File: config.mk
export PLATFORM = sky130hd
export DESIGN_NAME = bcd_adder_serial
export DESIGN_NICKNAME = d
export VERILOG_FILES = /design/src/rtl/bcd_pkg.sv /design/src/rtl/bcd_digit_add.sv /design/src/rtl/bcd_adder_serial.sv
export SDC_FILE = /design/constraint.sdc
export NUM_CORES = 1
export LEC_CHECK = 0
export BUFFER_PORTS_ARGS = -buffer_cell sky130_fd_sc_hd__clkbuf_2
export CAP_MARGIN = 30
export CORE_ASPECT_RATIO = 1.4
export CORE_UTILIZATION = 32
export CTS_CLUSTER_SIZE = 40
export DETAILED_ROUTE_END_ITERATION = 6
export PLACE_DENSITY_LB_ADDON = 0.15
export SETUP_SLACK_MARGIN = 0.15
export SLEW_MARGIN = 30
export SYNTH_ARGS = -nofsm -noshare
export SYNTH_HDL_FRONTEND = slang
export SYNTH_SLANG_ARGS = --single-unit
File: constraint.sdc
create_clock -name clk -period 4 [get_ports clk]
set_clock_uncertainty 0.2 [all_clocks]
set_input_delay 0.2 -clock clk [delete_from_list [all_inputs] [get_ports clk]]
set_output_delay 0.2 -clock clk [all_outputs]
set_load 0.01 [all_outputs]
File: src/rtl/bcd_pkg.sv
// Shared FSM state type, BCD constants and the nines-complement helper for the serial BCD adder.
package bcd_pkg;

    typedef enum logic [1:0] {
        IDLE = 2'd0,
        RUN  = 2'd1,
        DONE = 2'd2
    } state_t;

    localparam logic [3:0] BCD_MAX  = 4'd9;
    localparam logic [3:0] BCD_CORR = 4'd6;

    // An out-of-range digit has no meaningful complement; 9 keeps the sum bounded and err flags it.
    function automatic logic [3:0] bcd_nines(input logic [3:0] digit);
        return (digit > BCD_MAX) ? BCD_MAX : (BCD_MAX - digit);
    endfunction

endpackage

File: src/rtl/bcd_digit_add.sv
// One BCD digit plus carry, purely combinational; decimal-adjusts raw binary sums above 9.
module bcd_digit_add
    import bcd_pkg::*;
(
    input  logic [3:0] a_d,
    input  logic [3:0] b_d,
    input  logic       c_in,
    output logic [3:0] d,
    output logic       c_out,
    output logic       bad
);

    logic [4:0] s;

    always_comb begin
        s = {1'b0, a_d} + {1'b0, b_d} + {4'd0, c_in};
        if (s > {1'b0, BCD_MAX}) begin
            d     = s[3:0] + BCD_CORR;
            c_out = 1'b1;
        end else begin
            d     = s[3:0];
            c_out = 1'b0;
        end
    end

    assign bad = (a_d > BCD_MAX) | (b_d > BCD_MAX);

endmodule

File: src/rtl/bcd_adder_serial.sv
// Digit-serial packed-BCD adder, LSD first; result valid DIGITS edges after accept, held in DONE until out_ready.
// Optional BCD_ADDER_SERIAL_SUB_EN adds a sub port for a - b via nines complement with forced carry-in.
module bcd_adder_serial
    import bcd_pkg::*;
#(
    parameter int DIGITS = 4,
    parameter int CNT_W  = $clog2(DIGITS + 1)
) (
    input  logic                clk,
    input  logic                rst,
    input  logic                in_valid,
    output logic                in_ready,
    input  logic [4*DIGITS-1:0] a,
    input  logic [4*DIGITS-1:0] b,
    input  logic                cin,
`ifdef BCD_ADDER_SERIAL_SUB_EN
    input  logic                sub,
`endif
    output logic                out_valid,
    input  logic                out_ready,
    output logic [4*DIGITS-1:0] sum,
    output logic                cout,
    output logic                err
);

    localparam int W = 4 * DIGITS;

    state_t           state;
    logic [W-1:0]     a_sh;
    logic [W-1:0]     b_sh;
    logic [W-1:0]     res_sh;
    logic [W-1:0]     res_next;
    logic [CNT_W-1:0] cnt;
    logic             carry;
    logic             err_acc;
    logic [3:0]       b_d;
    logic [3:0]       d;
    logic             c_out;
    logic             bad;
    logic             dig_bad;
    logic             last;
`ifdef BCD_ADDER_SERIAL_SUB_EN
    logic             sub_r;
`endif

    // The digit adder only sees the complemented b, so the raw b digit is range-checked here too.
    always_comb begin
`ifdef BCD_ADDER_SERIAL_SUB_EN
        b_d     = sub_r ? bcd_nines(b_sh[3:0]) : b_sh[3:0];
        dig_bad = bad | (b_sh[3:0] > BCD_MAX);
`else
        b_d     = b_sh[3:0];
        dig_bad = bad;
`endif
    end

    bcd_digit_add u_digit (
        .a_d   (a_sh[3:0]),
        .b_d   (b_d),
        .c_in  (carry),
        .d     (d),
        .c_out (c_out),
        .bad   (bad)
    );

    generate
        if (DIGITS == 1) begin : g_one
            assign res_next = d;
        end else begin : g_many
            assign res_next = {d, res_sh[W-1:4]};
        end
    endgenerate

    assign last      = (cnt == CNT_W'(DIGITS - 1));
    assign in_ready  = (state == IDLE);
    assign out_valid = (state == DONE);

    always_ff @(posedge clk or posedge rst) begin
        if (rst) begin
            state   <= IDLE;
            a_sh    <= '0;
            b_sh    <= '0;
            res_sh  <= '0;
            cnt     <= '0;
            carry   <= 1'b0;
            err_acc <= 1'b0;
            sum     <= '0;
            cout    <= 1'b0;
            err     <= 1'b0;
`ifdef BCD_ADDER_SERIAL_SUB_EN
            sub_r   <= 1'b0;
`endif
        end else begin
            case (state)
                IDLE: begin
                    if (in_valid) begin
                        a_sh    <= a;
                        b_sh    <= b;
                        cnt     <= '0;
                        err_acc <= 1'b0;
`ifdef BCD_ADDER_SERIAL_SUB_EN
                        sub_r   <= sub;
                        carry   <= sub | cin;
`else
                        carry   <= cin;
`endif
                        state   <= RUN;
                    end
                end
                RUN: begin
                    a_sh    <= a_sh >> 4;
                    b_sh    <= b_sh >> 4;
                    res_sh  <= res_next;
                    carry   <= c_out;
                    err_acc <= err_acc | dig_bad;
                    cnt     <= cnt + CNT_W'(1);
                    if (last) begin
                        sum   <= res_next;
                        cout  <= c_out;
                        err   <= err_acc | dig_bad;
                        state <= DONE;
                    end
                end
                DONE: begin
                    if (out_ready) begin
                        state <= IDLE;
                    end
                end
                default: state <= IDLE;
            endcase
        end
    end

endmodule

# Yosys cells after proc, flatten, opt, wreduce, memory -nomap -nowiden
# Cells that the tools add are included.
dict set report totals {
  register_bits 73
  inputBits 37
  output_inout_bits 20
  elab_cells 46
}
dict set report classes {
  addsub 4
  n_lt_le_gt_ge 3
  n_eq_ne 6
  muxes 16
  n_bitwise 2
  reduce_logical 5
}
# op n
set ops {}
lappend ops {{one-hot mux 16 bit (2 select lines)} 2}
lappend ops {{2-to-1 mux 16 bit} 2}
lappend ops {{greater-than comparator 4 bit, second input constant} 2}
lappend ops {{2-to-1 mux 2 bit} 3}
lappend ops {{one-hot mux 2 bit (3 select lines)} 1}
lappend ops {{one-hot mux 3 bit (2 select lines)} 1}
lappend ops {{adder 4 x 4 -> 5 bit} 1}
lappend ops {{adder 5 x 1 -> 5 bit} 1}
lappend ops {{greater-than comparator 5 x 4 -> 1 bit, second input constant} 1}
lappend ops {{adder 4 x 3 -> 4 bit, second input constant} 1}
lappend ops {{2-to-1 mux 4 bit} 1}
lappend ops {{inequality test 2 bit, second input constant} 2}
lappend ops {{one-hot mux 1 bit (2 select lines)} 2}
lappend ops {{AND reduction 2 bit} 2}
lappend ops {{adder 3 x 1 -> 3 bit, second input constant} 1}
lappend ops {{== test 3 x 2 -> 1 bit, second input constant} 1}
lappend ops {{2-to-1 mux 1 bit} 3}
lappend ops {{2-to-1 mux 3 bit} 1}
lappend ops {{AND reduction 3 bit} 1}
lappend ops {{== test 2 x 1 -> 1 bit, second input constant} 1}
lappend ops {{== test 2 bit, second input constant} 1}
lappend ops {{logical NOT 2 bit} 1}
lappend ops {{inequality test 2 x 1 -> 1 bit, second input constant} 1}
lappend ops {{bitwise OR 1 bit} 2}
lappend ops {{nonzero test 2 bit} 1}

# Depth between registers and ports, before layout
# Gate-level depths: netlist of run 1.
dict set report depth {
  depth_word 5
  depth_mapped 9
  depth_no_buf 9
}

# By module
# A second synthesis of run 1 with hierarchy kept.
dict set report unflattened {
  cells_unflattened 261
  area_unflattened_um2 3080.5
}
# mod n_inst cells_per_inst area_per_inst_um2 seq_area_each_um2
set by_module_without_submodules {}
lappend by_module_without_submodules {bcd_adder_serial 1 236 2855.2 1726.7}
lappend by_module_without_submodules {bcd_digit_add 1 25 225.2 0.0}

# Least setup slack after synthesis of run 1
# No wires, ideal clock.
dict set report synth_timing {
  kind {register to register}
  from {reg a_sh[0]}
  to {reg res_sh[14]}
  setup_time_ps 137
  arrival_time_ps 2548
  required_time_ps 3663
  slack_ps 1115
  path_stages_with_launch 10
  n_path_buf 0
  period_less_slack_ps 2885
  path_cell_list {dfrtp_1 fa_1 fa_1 xnor2_1 ha_1 or3b_2 mux2i_1 nor3_1 a21oi_1 a21oi_1}
}
dict set report synth_between {
  elab_chain_len 4
  word_cells_on_any_way 5
  cone_classes {3 x add/sub; 1 x order compare; 1 x mux}
}
# item line_no
set synth_lines {}
lappend synth_lines {{from (decl)} bcd_adder_serial.sv:29} ;# logic [W-1:0] a_sh;
lappend synth_lines {{from (signal assigned)} bcd_adder_serial.sv:111} ;# a_sh <= a_sh >> 4;
lappend synth_lines {{adder 4 x 4 -> 5 bit *} bcd_digit_add.sv:16} ;# s = {1'b0, a_d} + {1'b0, b_d} + {4'd0, c_in};
lappend synth_lines {{adder 5 x 1 -> 5 bit *} bcd_digit_add.sv:16}
lappend synth_lines {{adder 4 x 3 -> 4 bit / greater-than comparator 5 x 4 -> 1 bit (equally long branches)} {bcd_digit_add.sv:18, bcd_digit_add.sv:17}}
lappend synth_lines {{2-to-1 mux 4 bit *} bcd_digit_add.sv:17} ;# if (s > {1'b0, BCD_MAX}) begin
lappend synth_lines {{to (signal assigned)} bcd_adder_serial.sv:113} ;# res_sh <= res_next;
lappend synth_lines {{to (decl)} bcd_adder_serial.sv:31} ;# logic [W-1:0] res_sh;
# Every way passes the cells marked *; elsewhere a longest branch is shown, timed or not.
# A chain may end at the register's enable or synchronous reset.

# Worst setup path after layout of run 1
# Same ends and word-level chain as after synthesis.

==> results of run 1 <==
==> timing repair <==
action	4_1_cts	5_1_grt
buffers inserted	0	0
resized for setup	0	0
hold buffers	32	0
hold endpoints to repair	80	0
==> stage by stage <==
step | std cells | utilization, % | setup slack [ps] | instance area, um^2 | hold WS, ps
after CTS | 517 | 43.6 | 920 | 4120 | 7.97
after detailed placement | 469 | 36.8 | 938 | 3480 | 138
final | 518 | 43.9 | 920 | 4150 | 1.20
after floorplan | 317 | - | 1110 | 3100 | 86.3
after global placement | 469 | 36.7 | 996 | 3470 | 191
after global routing | 518 | 43.9 | 789 | 4150 | 21.9
==> cells in the final DEF (no fill, tap or decap), types with 2 or more instances in the layout <==
cell	n
a22oi_1	24
clkinvlp_4	2
a21oi_2	3
nor2b_1	3
nor2_1	9
clkbuf_16	9
a22o_1	9
nand2b_1	2
clkbuf_2	56
mux2_2	2
nand2_1	97
bufinv_16	2
dlygate4sd3_1	32
dfrtp_1	69
o21ai_0	30
buf_4	5
fa_1	2
a31oi_1	2
mux2i_1	2
ha_1	6
inv_1	7
a21oi_1	10
==> flip-flops by register name, indices dropped and copies added (netlist names) <==
register,flops
state,2
carry,1
a_sh,16
cnt,3
res_sh,12
sum,16
err,1
err_acc,1
b_sh,16
cout,1
==> area by class of cell <==
type | instances | area (um^2) | share of cell area, %
Sequential cell | 69 | 1730 | 41.6
Multi-Input combinational cell | 221 | 1260 | 30.4
Inverter | 8 | 32.5 | 0.784
Timing Repair Buffer | 94 | 666 | 16.0
Clock inverter | 5 | 83.8 | 2.02
Tap cell | 110 | 138 | 3.32
Clock buffer | 11 | 243 | 5.85
==> layer usage <==
| layer | global-route usage, % | vias up | wire length [um] |
|---|---|---|---|
| li1 | - | 1264 | - |
| met1 | 19.4 | 1200 | 3230 |
| met2 | 26.4 | 55 | 3620 |
| met3 | 3.63 | 13 | 246 |
| met4 | 8.58 | 0 | 198 |
| met5 | 0 | - | 0 |
==> critical path, stage by stage (launching register included) <==
cell     delay [ps]
dfrtp_1         400
fa_1            490
fa_1            460
xnor2_1         200
ha_1            300
or3b_2          460
mux2i_1         130
nor3_1           60
a21oi_1         160
a21oi_1          90
==> report_power, final <==
part / switching (mW) / total (mW) / leakage, nW / internal [mW]
combinational: 0.865 / 1.51 / 0.975 / 0.649
clock: 0.305 / 0.869 / 0.152 / 0.564
sequential: 0.206 / 1.22 / 0.882 / 1.01
==> how the worst min path moves through the flow <==
stage / cells past startpoint / to / slack [ps]
4_1_cts: 3 / a_sh[1] / 8
2_1_floorplan: 1 / state[1] / 90
3_3_place_gp: 2 / state[1] / 190
5_1_grt: 3 / a_sh[1] / 20
6_report: 3 / a_sh[1] / 1
3_5_place_dp: 2 / state[1] / 140
==> kinds of logic (layout without fill, tap and decap cells) <==
logic type	count (synthesis)	after routing
adder cells (fa/ha/maj)	8	8
AND/OR/NAND/NOR	119	119
flip-flops	69	69
XOR/XNOR	1	1
multiplexers	4	4
buffers and inverters	27	118
AO/OA/AOI/OAI	89	89
==> synthesized netlist by cell type (all sizes together), types with 3 or more instances <==
cell type	n
a21oi	13
a22o	9
a22oi	24
buf	10
clkbuf	9
dfrtp	69
ha	6
inv	8
nand2	97
nor2	10
nor2b	3
o21ai	32
==> metrics.cfg, run 1 <==
[clock_tree]
numClockSinks = 69
root_buffer = clkbuf_16
clock_path_buffers = 2
cts_tree = yes
cts_max_level = 3
clk_pin_slew_ps = 50
tritoncts.num_buffers = 9
insertion_delay_ps = 340

[logic_synthesis]
synth-edff-count = 0
synthCells = 317
ys_seq_elements = 69
ys_seq_area_share_pct = 55.7
synth_top_area_share_pct = 55.7
synthAdderAreaFrac_pct = 3.71
synth.distinct_cells = 41
synth_top_family_by_area = compound AO/OA/AOI/OAI gates
syn-cell-area_um2 = 3100
synthMuxAreaShare_pct = 1.37
synthXorXnorAreaFrac_pct = 0.282
syn_avg_cell_area_um2 = 9.78
syn_nets = 362
synth-main-ff-cell = dfrtp_1
yosysWarnings = 0
yosysTopAreaCell = dfrtp_1
synthSimpleGateAreaFrac_pct = 15.8
async_flop_share_pct = 100
synth_compound_gate_area_share_pct = 19.3
netlist_top_cells_area = dfrtp_1 56%, nand2_1 12%, a22oi_1 5.8%, o21ai_0 4.8%, a22o_1 2.5%

[floorplanning]
core_um2 = 9460
dieArea_um2 = 10100
io_pins = 57
dieWidth_um = 85.2
initial_core_util_pct = 32.8
num_rows = 42
die_y_um = 118

[timing]
timing.fmax_mhz = 325
fin_setup_tns_ps = 0
rsz0062_at_grt = false
hold_viol = 0
relSlewSlack_pct = 43.1
setup_viol = 0
finalCriticalPeriod_ps = 3080
tightest_slew_ps = 854
slew_violations = 0
post-route-period-util_pct = 77.0

[worst_setup_path]
r2r_start = a_sh[0]
cp-end-kind = flip-flop
critPathLaunchType = flip-flop
startpoint = a_sh[0]
worstSetupPathType = reg -> reg
r2r_slack_ps = 920
critPathArrivalTime_ps = 3090
r2r_cells = 9
cp.required_ps = 4010
crit_fanout = 7
r2r-end = res_sh[14]
endpoint = res_sh[14]

[routing]
routedWlPerCell_um = 14.1
vias_per_cell = 4.89
routed_wl_mm = 7.30
antenna_left = 0
dr.pass1.iters = 4
num_vias = 2532
drt-initial-drc-count = 89
drc = 0

[grt]
grt_pass1_wl_mm = 12.5
grt-ovfl-total = 0
grtUsageTotal_pct = 16.1
antenna_found_initial = 0
grt_max_degree = 51
first_global_vias = 2590

[layout]
nets = 448
fillers = 944
area_growth_pct = 33.8
drive_gt1_share_pct = 22.1
antenna_cells = 0

[placed_design]
gp_congestion = 0.698
dpl.hpwl_mm = 4.73
portBuffers = 56

[min_path]
hp-start = a[1]
hp-class = in -> reg

[power_and_ir_drop]
ir_drop_v = 0.000301
power_density_nw_per_um2 = 867
total_power_mw = 3.60
leakage_nw = 2.01

[outcome]
status = complete, no violations

[run]
max-cap-violations = 0

(Power assumes the default switching activity.)
==> run 2: changes to the inputs <==
Clock period 4 ns to 2.9 ns, I/O delays scaled along.
==> metrics.cfg, run 2 (synthesis results as in run 1) <==
[clock_tree]
insertion_delay_ps = 330  ; was 340 ps
root_buffer = clkbuf_16  ; unchanged
cts_max_level = 3  ; unchanged
tritoncts.num_buffers = 9  ; unchanged
numClockSinks = 69  ; unchanged
clock_path_buffers = 2  ; unchanged
clk_pin_slew_ps = 60  ; was 50 ps
cts_tree = yes  ; unchanged

[layout]
top_regs = a_sh: 16 flops, b_sh: 16 flops, sum: 16 flops  ; unchanged
mostFrequentLayoutCells = 97 x nand2_1, 69 x dfrtp_1, 56 x clkbuf_2  ; unchanged
nets = 459  ; was 448
area_growth_pct = 38.1  ; was 33.8%
antenna_cells = 0  ; unchanged
drive_gt1_share_pct = 26.0  ; was 22.1%
fillers = 945  ; was 944
layout_commonest_cell = nand2_1  ; unchanged

[floorplanning]
dieWidth_um = 85.2  ; unchanged
core_um2 = 9460  ; unchanged
io_pins = 57  ; unchanged
dieArea_um2 = 10100  ; unchanged
num_rows = 42  ; unchanged
initial_core_util_pct = 32.8  ; unchanged
die_y_um = 118  ; unchanged

[worst_setup_path]
cp-end-kind = flip-flop  ; unchanged
cp.required_ps = 2910  ; was 4010 ps
critPathArrivalTime_ps = 2700  ; was 3090 ps
critPathLaunchType = flip-flop  ; unchanged
r2r_start = b_sh[0]  ; was a_sh[0]
worstSetupPathType = reg -> reg  ; unchanged
startpoint = b_sh[0]  ; was a_sh[0]
crit_fanout = 3  ; was 7

[grt]
antenna_found_initial = 0  ; unchanged
grt-ovfl-total = 0  ; unchanged
first_global_vias = 2570  ; was 2,590
grtUsageTotal_pct = 15.9  ; was 16.1%
grt_pass1_wl_mm = 12.5  ; about the same
grt_max_degree = 37  ; was 51

[routing]
dr_wl_met2_mm = 3.65  ; was 3.62 mm
antenna_left = 0  ; unchanged
drc = 0  ; unchanged
drt-initial-drc-count = 87  ; was 89
routedWlPerCell_um = 13.8  ; was 14.1 um
routed_wl_mm = 7.28  ; was 7.30 mm
route.met3.wl_um = 264  ; was 246 um
wl_met1_mm = 3.19  ; was 3.23 mm
num_vias = 2549  ; was 2,532
top_layer = met4  ; unchanged
vias_per_cell = 4.82  ; was 4.89
dr.pass1.iters = 4  ; unchanged

[placed_design]
gp_congestion = 0.732  ; was 0.698
pre_cts_slack_ps = 14.9  ; was 938 ps
portBuffers = 56  ; unchanged
dpl.hpwl_mm = 4.85  ; was 4.73 mm

[timing]
fin_setup_tns_ps = 0  ; unchanged
timing.fmax_mhz = 372  ; was 325 MHz
post-route-period-util_pct = 92.7  ; was 77.0%
tightest_slew_ps = 787  ; was 854 ps
slew_violations = 0  ; unchanged
hold_viol = 0  ; unchanged
finalCriticalPeriod_ps = 2690  ; was 3080 ps
rsz0062_at_grt = true  ; was false
setup_viol = 0  ; unchanged
setup_ws_ps = 213  ; was 920 ps
relSlewSlack_pct = 47.4  ; was 43.1%

[power_and_ir_drop]
power_density_nw_per_um2 = 1240  ; was 867 nW/um^2
leakage_nw = 2.07  ; was 2.01 nW
ir_drop_v = 0.000421  ; was 0.000301 V

[min_path]
hp-start = cin  ; was a[1]
hp-class = in -> reg  ; unchanged

[run]
max-cap-violations = 0  ; unchanged

[outcome]
status = complete, no violations  ; unchanged

run 2: final timing paths:
kind | endpoint | slack [ps] | depth (start not counted)
max | res_sh[14] | 210 | 9
min | carry | 40 | 5
max reg2reg | res_sh[14] | 210 | 9
min reg2reg | sum[3] | 260 | 2
max in group asynchronous | b_sh[7] | 1550 | 4
min in group asynchronous | state[1] | 290 | 3
run 2: final cells by class:
class	instances	area, um^2	share of cell area, %
Sequential cell	69	1730	40.3
Multi-Input combinational cell	221	1320	30.9
Timing Repair Buffer	105	746	17.4
Clock buffer	12	267	6.22
Tap cell	110	138	3.21
Clock inverter	4	53.8	1.26
Inverter	8	30.0	0.701
run 2: through the flow:
step / hold WS, ps / power (mW) / utilization [%] / std cells / area, um^2
floorplan: 31.3 / 3.26 / - / 317 / 3120
CTS: 28.9 / 5.19 / 44.8 / 528 / 4240
global route: 81.5 / 5.76 / 45.3 / 529 / 4280
global placement: 130 / 3.80 / 37.3 / 473 / 3530
finish: 36.8 / 5.29 / 45.3 / 529 / 4280
detailed placement: 139 / 3.85 / 37.3 / 473 / 3530
run 2: worst max-delay path: stages (launching register included):
cell     delay [ps]
dfrtp_1         400
fa_2            410
fa_2            550
inv_2            60
ha_4            150
or3b_4          350
mux2i_1         160
nor3_2           70
a21oi_2         130
a21oi_1          80
run 2: repair_timing:
item,4_1_cts,5_1_grt
hold endpoints to repair,68,0
resized for setup,2,6
endpoints found under the setup margin,2,6
buffers inserted,5,1
hold buffers,34,0
pin swaps,5,4
run 2: power by group:
group / total, mW / switching [mW] / internal, mW
Clock: 1.15 / 0.412 / 0.738
Combinational: 2.47 / 1.33 / 1.14
Sequential: 1.67 / 0.278 / 1.40
Total: 5.29 / 2.02 / 3.28
run 2: routing by layer:
layer	GRT usage, %	vias to the layer above
met5	0	-
met4	8.26	0
met3	3.00	12
met2	26.8	58
met1	19.2	1192
li1	-	1287
